### config.mk
export PLATFORM = sky130hd
export DESIGN_NAME = l2_arbiter
export DESIGN_NICKNAME = d
export VERILOG_FILES = /design/src/rtl/l2_arbiter.sv
export SDC_FILE = /design/constraint.sdc
export NUM_CORES = 1
export LEC_CHECK = 0
export ABC_CLOCK_PERIOD_IN_PS = 4150
export CAP_MARGIN = 20
export CORE_AREA = 4 4 539 541
export DETAILED_ROUTE_END_ITERATION = 10
export DIE_AREA = 0 0 543 545
export PLACE_DENSITY = 0.3
export REMOVE_ABC_BUFFERS = 1
export SKIP_LAST_GASP = 1
export SLEW_MARGIN = 20
export SYNTH_ARGS = -nofsm -noshare
export SYNTH_HDL_FRONTEND = slang
export SYNTH_SLANG_ARGS = --single-unit
### constraint.sdc
create_clock -name clk -period 4.15 [get_ports clk]
set_input_delay 0.83 -clock clk [delete_from_list [all_inputs] [get_ports clk]]
set_output_delay 0.83 -clock clk [all_outputs]
set_load 0.03 [all_outputs]
### src/rtl/l2_arbiter.sv
// Serialises I-cache and D-cache line requests onto the single L2 port.
// Optional L2_ARB_RR_EN: round-robin on ties; otherwise the D-cache wins ties.
module l2_arbiter #(
   parameter int ADDR_WIDTH = 32,
   parameter int LINE_WIDTH = 256
) (
   input  logic                  clk,
   input  logic                  rst_n,
   input  logic                  i_read,
   input  logic [ADDR_WIDTH-1:0] i_address,
   output logic                  i_resp,
   output logic [LINE_WIDTH-1:0] i_rdata,
   input  logic                  d_read,
   input  logic                  d_write,
   input  logic [ADDR_WIDTH-1:0] d_address,
   input  logic [LINE_WIDTH-1:0] d_wdata,
   output logic                  d_resp,
   output logic [LINE_WIDTH-1:0] d_rdata,
   output logic                  l2_read,
   output logic                  l2_write,
   output logic [ADDR_WIDTH-1:0] l2_address,
   output logic [LINE_WIDTH-1:0] l2_wdata,
   input  logic                  l2_resp,
   input  logic [LINE_WIDTH-1:0] l2_rdata
);

   typedef enum logic [1:0] {
      IDLE    = 2'd0,
      GRANT_I = 2'd1,
      GRANT_D = 2'd2,
      RESP    = 2'd3
   } state_t;

   state_t                  state_r;
   logic [LINE_WIDTH-1:0]   rdata_r;
   logic                    d_req_s;
   logic                    grant_d_s;

   assign d_req_s = d_read | d_write;
   assign i_rdata = rdata_r;
   assign d_rdata = rdata_r;

`ifdef L2_ARB_RR_EN
   logic prefer_d_r;

   // Tie-break follows the pointer; a lone requester always wins.
   always_comb begin
      if (d_req_s && i_read) begin
         grant_d_s = prefer_d_r;
      end else begin
         grant_d_s = d_req_s;
      end
   end
`else
   // D-cache wins every tie.
   always_comb begin
      grant_d_s = d_req_s;
   end
`endif

   // Arbitration FSM; all L2 and L1 response outputs are registered here.
   always_ff @(posedge clk or negedge rst_n) begin
      if (!rst_n) begin
         state_r    <= IDLE;
         i_resp     <= 1'b0;
         d_resp     <= 1'b0;
         l2_read    <= 1'b0;
         l2_write   <= 1'b0;
         l2_address <= {ADDR_WIDTH{1'b0}};
         l2_wdata   <= {LINE_WIDTH{1'b0}};
         rdata_r    <= {LINE_WIDTH{1'b0}};
`ifdef L2_ARB_RR_EN
         prefer_d_r <= 1'b0;
`endif
      end else begin
         case (state_r)
            IDLE: begin
               i_resp <= 1'b0;
               d_resp <= 1'b0;
               if (grant_d_s) begin
                  // A simultaneous read+write is issued as the writeback.
                  state_r    <= GRANT_D;
                  l2_write   <= d_write;
                  l2_read    <= ~d_write;
                  l2_address <= d_address;
                  l2_wdata   <= d_wdata;
`ifdef L2_ARB_RR_EN
                  prefer_d_r <= 1'b0;
`endif
               end else if (i_read) begin
                  state_r    <= GRANT_I;
                  l2_read    <= 1'b1;
                  l2_write   <= 1'b0;
                  l2_address <= i_address;
`ifdef L2_ARB_RR_EN
                  prefer_d_r <= 1'b1;
`endif
               end else begin
                  state_r <= IDLE;
               end
            end
            GRANT_I, GRANT_D: begin
               if (l2_resp) begin
                  rdata_r  <= l2_rdata;
                  l2_read  <= 1'b0;
                  l2_write <= 1'b0;
                  i_resp   <= (state_r == GRANT_I);
                  d_resp   <= (state_r == GRANT_D);
                  state_r  <= RESP;
               end else begin
                  state_r <= state_r;
               end
            end
            RESP: begin
               i_resp  <= 1'b0;
               d_resp  <= 1'b0;
               state_r <= IDLE;
            end
            default: begin
               state_r  <= IDLE;
               i_resp   <= 1'b0;
               d_resp   <= 1'b0;
               l2_read  <= 1'b0;
               l2_write <= 1'b0;
            end
         endcase
      end
   end

endmodule

After elaboration in Yosys (flattened, before gate mapping)
Cells that the tools add are included.
{"block": "word_totals", "romBits": 0, "ramBits": 0, "out_inout_bits": 804, "reg_bits": 550, "memories": 0, "latch_bits": 0, "word_cells": 41}
{"block": "classes", "n_reduce_logical": 9, "mul": 0, "magnitude_cmp": 0, "n_div": 0, "n_bitwise": 2, "eq_ne": 5, "add_sub_neg": 0, "mux": 17, "shifts": 0}
{"operator": "2-to-1 mux 32 bit", "n": 2}
{"operator": "2-to-1 mux 1 bit", "n": 8}
{"operator": "case mux 1 bit (2 select lines)", "n": 4}
{"operator": "case mux 2 bit (3 select lines)", "n": 1}
{"operator": "AND reduction 2 bit", "n": 3}
{"operator": "equality test 2 bit (second input constant)", "n": 2}
{"operator": "2-to-1 mux 2 bit", "n": 2}
{"operator": "nonzero test 2 bit", "n": 2}
{"operator": "OR reduction 2 bit", "n": 2}
{"operator": "inequality test 3 bit (second input constant)", "n": 1}
{"operator": "AND reduction 3 bit", "n": 1}
{"operator": "equality test 2 x 1 -> 1 bit (second input constant)", "n": 1}
{"operator": "logical NOT 2 bit", "n": 1}
{"operator": "inequality test 2 bit (second input constant)", "n": 1}
{"operator": "inverter 1 bit", "n": 1}
{"operator": "bitwise OR 1 bit", "n": 1}

Longest topological paths before layout
{"block": "depth", "ltp_word": 4, "depth_mapped": 8, "mapped_depth_nobuf": 5}

Worst setup path after synthesis
OpenSTA, ideal clock, no wires.
{"block": "synth_path", "kind": "input -> register", "from": "in d_write", "to": "reg l2_wdata[126]", "stages": 6, "path_slack_ns": 2.190, "n_path_buf": 4, "setup_ns": 0.125, "t_arrival_ns": 1.835, "cell_sequence": "buf_6 o21a_1 buf_6 buf_8 buf_8 mux2_4"}
{"block": "synth_between", "elab_chain_len": 2}
{"element": "start: declaration", "line_no": "14", "source": "input logic d_write,"}
{"element": "bitwise OR 1 bit", "line_no": "39", "source": "assign d_req_s = d_read | d_write;"}
{"element": "AND reduction 2 bit (no source line)"}
{"element": "end signal: assignment", "line_no": "70", "source": "l2_wdata <= {LINE_WIDTH{1'b0}};"}
{"element": "end signal: assignment", "line_no": "86", "source": "l2_wdata <= d_wdata;"}
{"element": "end: declaration", "line_no": "22", "source": "output logic [LINE_WIDTH-1:0] l2_wdata,"}
No other way between the ends.
A chain may end at the register's enable or synchronous reset.

Worst setup path in the final report
{"block": "layout_path", "from": "reg rdata_r[197], in the netlist d_rdata[197]", "to": "out d_rdata[197]"}
{"element": "start: declaration", "line_no": "35", "source": "logic [LINE_WIDTH-1:0] rdata_r;"}
{"element": "start signal: assignment", "line_no": "71", "source": "rdata_r <= {LINE_WIDTH{1'b0}};"}
{"element": "start signal: assignment", "line_no": "104", "source": "rdata_r <= l2_rdata;"}
{"element": "end: declaration", "line_no": "18", "source": "output logic [LINE_WIDTH-1:0] d_rdata,"}
No word-level cell between the ends.

==> flow_summary.yaml <==
outcome:
  status: "finished, final reports clean"
critical_path:
  cp_max_fo: 3
  timing.rr.start: "state_r[1]"
  required_ps: 3320
  arrival_ps: 2350
  critPathKind: "reg2out"
  cp_num_buf_inv: 1
  path_delay_family: "buffers and inverters"
  cp_slowest_cell: "clkdlybuf4s50_1"
  startpoint_type: "register"
  critPathMaxStageDelay_ps: 1000
  crit_path_end: "d_rdata[197]"
  critPathLaunch: "d_rdata[197]"
  r2r_cells: 5
  cp.depth: 1
  rrSetupSlack_ps: 1560
  crit_path_cell_trace: "clkdlybuf4s50_1"
  crit_path_end_kind: "output pin"
  r2r-end: "l2_wdata[197]"
cts:
  post_cts_resized: 0
  ctsHoldBuffers: 0
  cts_max_path_buffers: 4
  ctsHtreeMaxLevel: 3
  clock-sinks: 550
  numCtsBuffers: 86
  cts_setup_buffers: 0
  insertion_delay_ps: 760
  clk_pin_slew_ps: 60
  cts-root-buf: "clkbuf_16"
  cts_tree: "done"
detailed_routing:
  dr.pass1.iters: 6
  finalWirelength_mm: 194
  routedWlPerCell_um: 29.7
  drc: 0
  vias: 17431
  via_per_inst: 2.67
  drtIter0Drc: 724
  ant_nets: 0
sta:
  drv_slew: 0
  min_period_ps: 3180
  max_freq_mhz: 314
  hold_viol: 0
  rsz0062_at_grt: "no"
  skew_ps: 31.4
  finalSetupViolations: 0
  worst-slew-pin-transition_ps: 942
  slew_headroom_pct: 37.0
  finalCritPeriodShare_pct: 76.7
floorplan:
  die_w_um: 543
  die_area_mm2: 0.296
  core_area_mm2: 0.285
  num_io_pins: 1386
  die_h_um: 545
  start_util_pct: 8.29
  row_count: 196
flow_run:
  maxCapViolCount: 0
global_routing:
  antenna_found_initial: 126
  met2_usage_pct: 19.3
  use_met1_pct: 15.1
  met3_usage_pct: 7.40
  grt_pass1_vias: 18341
  gr-total-overflow: 0
  top_usage_layer: "met2"
  grt_usage_pct: 12.5
  grt_max_degree: 95
  grt_pass1_wl_mm: 235
pwr:
  p_switching_mw: 21.3
  worst_ir_drop_vdd_uv: 474
  internal_power_mw: 23.9
  leakagePower_nw: 16.7
  power_frac_clock_pct: 16.7
  power-per-cell-area_mw_per_mm2: 1050
  combinationalPowerShare_pct: 58.6
  switching_share_pct: 47.1
  seqPwrFrac_pct: 24.7
synthesis:
  yosysUniqueCellTypes: 28
  seq_area_frac_synth_pct: 58.3
  syn-instance-count: 1507
  yosys.area.top_type_share_pct: 58.3
  synth_area_leader_cell: "dfrtp_1"
  ys_top_cells_by_area: "dfrtp_1 58%, mux2_2 14%, mux2_4 14%, buf_4 8.1%, mux2i_1 1.4%"
  ys_ff_latch: 550
  yosys_warnings: 0
  synth.avg_cell_area_um2: 15.7
  syn-cell-area_mm2: 0.0236
final_layout:
  layout.nets: 3282
  utilization_pct: 15.1
  drive_gt1_share_pct: 25.1
  final_cells: 6534
  final_cell_mix: "1383 x clkdlybuf4s50_1, 550 x dfrtp_1, 294 x mux2_2, 220 x mux2_4, 87 x clkbuf_16"
  layout_commonest_cell: "clkdlybuf4s50_1"
  num-fill-cells: 31546
  syn2layout_area_growth_pct: 82.7
hold_path:
  worst_hold_path_type: "in2async"
placement:
  dp_cells: 6371
  place_congestion: 0.788
  port_buffers: 1385
  detailed_place_hpwl_mm: 169
per-layer routing:
metal  vias up  share of wire [%]
met5         -               0.31
met4        96                2.1
met3       301                 13
met2      1101                 43
met1      8539                 41
li1       7394                  -
registers in the layout, indices dropped and copies added, names as in the netlist:
signal / cells
l2_write: 1
l2_read: 1
l2_wdata: 256
d_resp: 1
d_rdata: 256
i_resp: 1
l2_address: 32
state_r: 2
metrics by stage:
| stage | setup WS [ps] | power, mW | hold WS [ps] | cell area [um2] | TNS, ps |
|---|---|---|---|---|---|
| 2_1_floorplan | -6450 | 23.4 | 510 | 21100 | -2376430 |
| 3_5_place_dp | 883 | 38.5 | 470 | 40300 | 0 |
| 4_1_cts | 596 | 46.5 | 79.4 | 43100 | 0 |
| 5_1_grt | 749 | 47.5 | 96.3 | 43100 | 0 |
| 3_3_place_gp | 912 | 38.6 | 460 | 40300 | 0 |
| 6_report | 969 | 45.2 | 107 | 43200 | 0 |
cell usage after synthesis (all sizes together):
| master | count |
|---|---|
| buf | 320 |
| nand2b | 1 |
| o21ai | 32 |
| mux2 | 514 |
| inv | 2 |
| o211ai | 1 |
| a311oi | 1 |
| nand2 | 34 |
| o31ai | 1 |
| a21boi | 1 |
| a31oi | 1 |
| dfrtp | 550 |
| nor2 | 5 |
| o2bb2ai | 1 |
| or4b | 1 |
| clkbuf | 4 |
| ha | 3 |
| nor3 | 1 |
| o21a | 1 |
| a21o | 1 |
| mux2i | 32 |
worst min path at each step:
stage / startpoint / endpoint / slack [ps]
floorplan: state_r[0] / state_r[0] / 510
global route: rst_n / d_rdata[137] / 100
finish: rst_n / d_rdata[163] / 110
CTS: rst_n / d_rdata[163] / 80
detailed placement: l2_address[18] / l2_address[18] / 470
global placement: l2_address[5] / l2_address[5] / 460
power by group through the flow:
stage	registers (mW)	logic (mW)	clock network, mW
3_3_place_gp	11.3	27.3	0
4_1_cts	11.3	27.3	7.94
3_5_place_dp	11.3	27.2	0
5_1_grt	11.5	27.8	8.11
2_1_floorplan	17.9	5.43	0
6_report	11.2	26.5	7.56
cells by family after synthesis:
family | share of synthesized area (%)
buffers and inverters | 10.5
AOI/OAI and AO/OA | 0.938
adders and majority gates | 0.159
muxes | 29.4
DFF | 58.3
and+or+nand+nor | 0.741
layout make-up:
cell class | count | area (um2) | area share, %
Timing Repair Buffer | 1426 | 14400 | 33.3
Sequential cell | 550 | 13800 | 31.9
Multi-Input combinational cell | 631 | 7400 | 17.1
Tap cell | 3762 | 4710 | 10.9
Clock buffer | 127 | 2580 | 5.97
Clock inverter | 19 | 287 | 0.664
Antenna cell | 17 | 42.5 | 0.0985
Inverter | 2 | 7.51 | 0.0174
(Power assumes the default switching activity.)
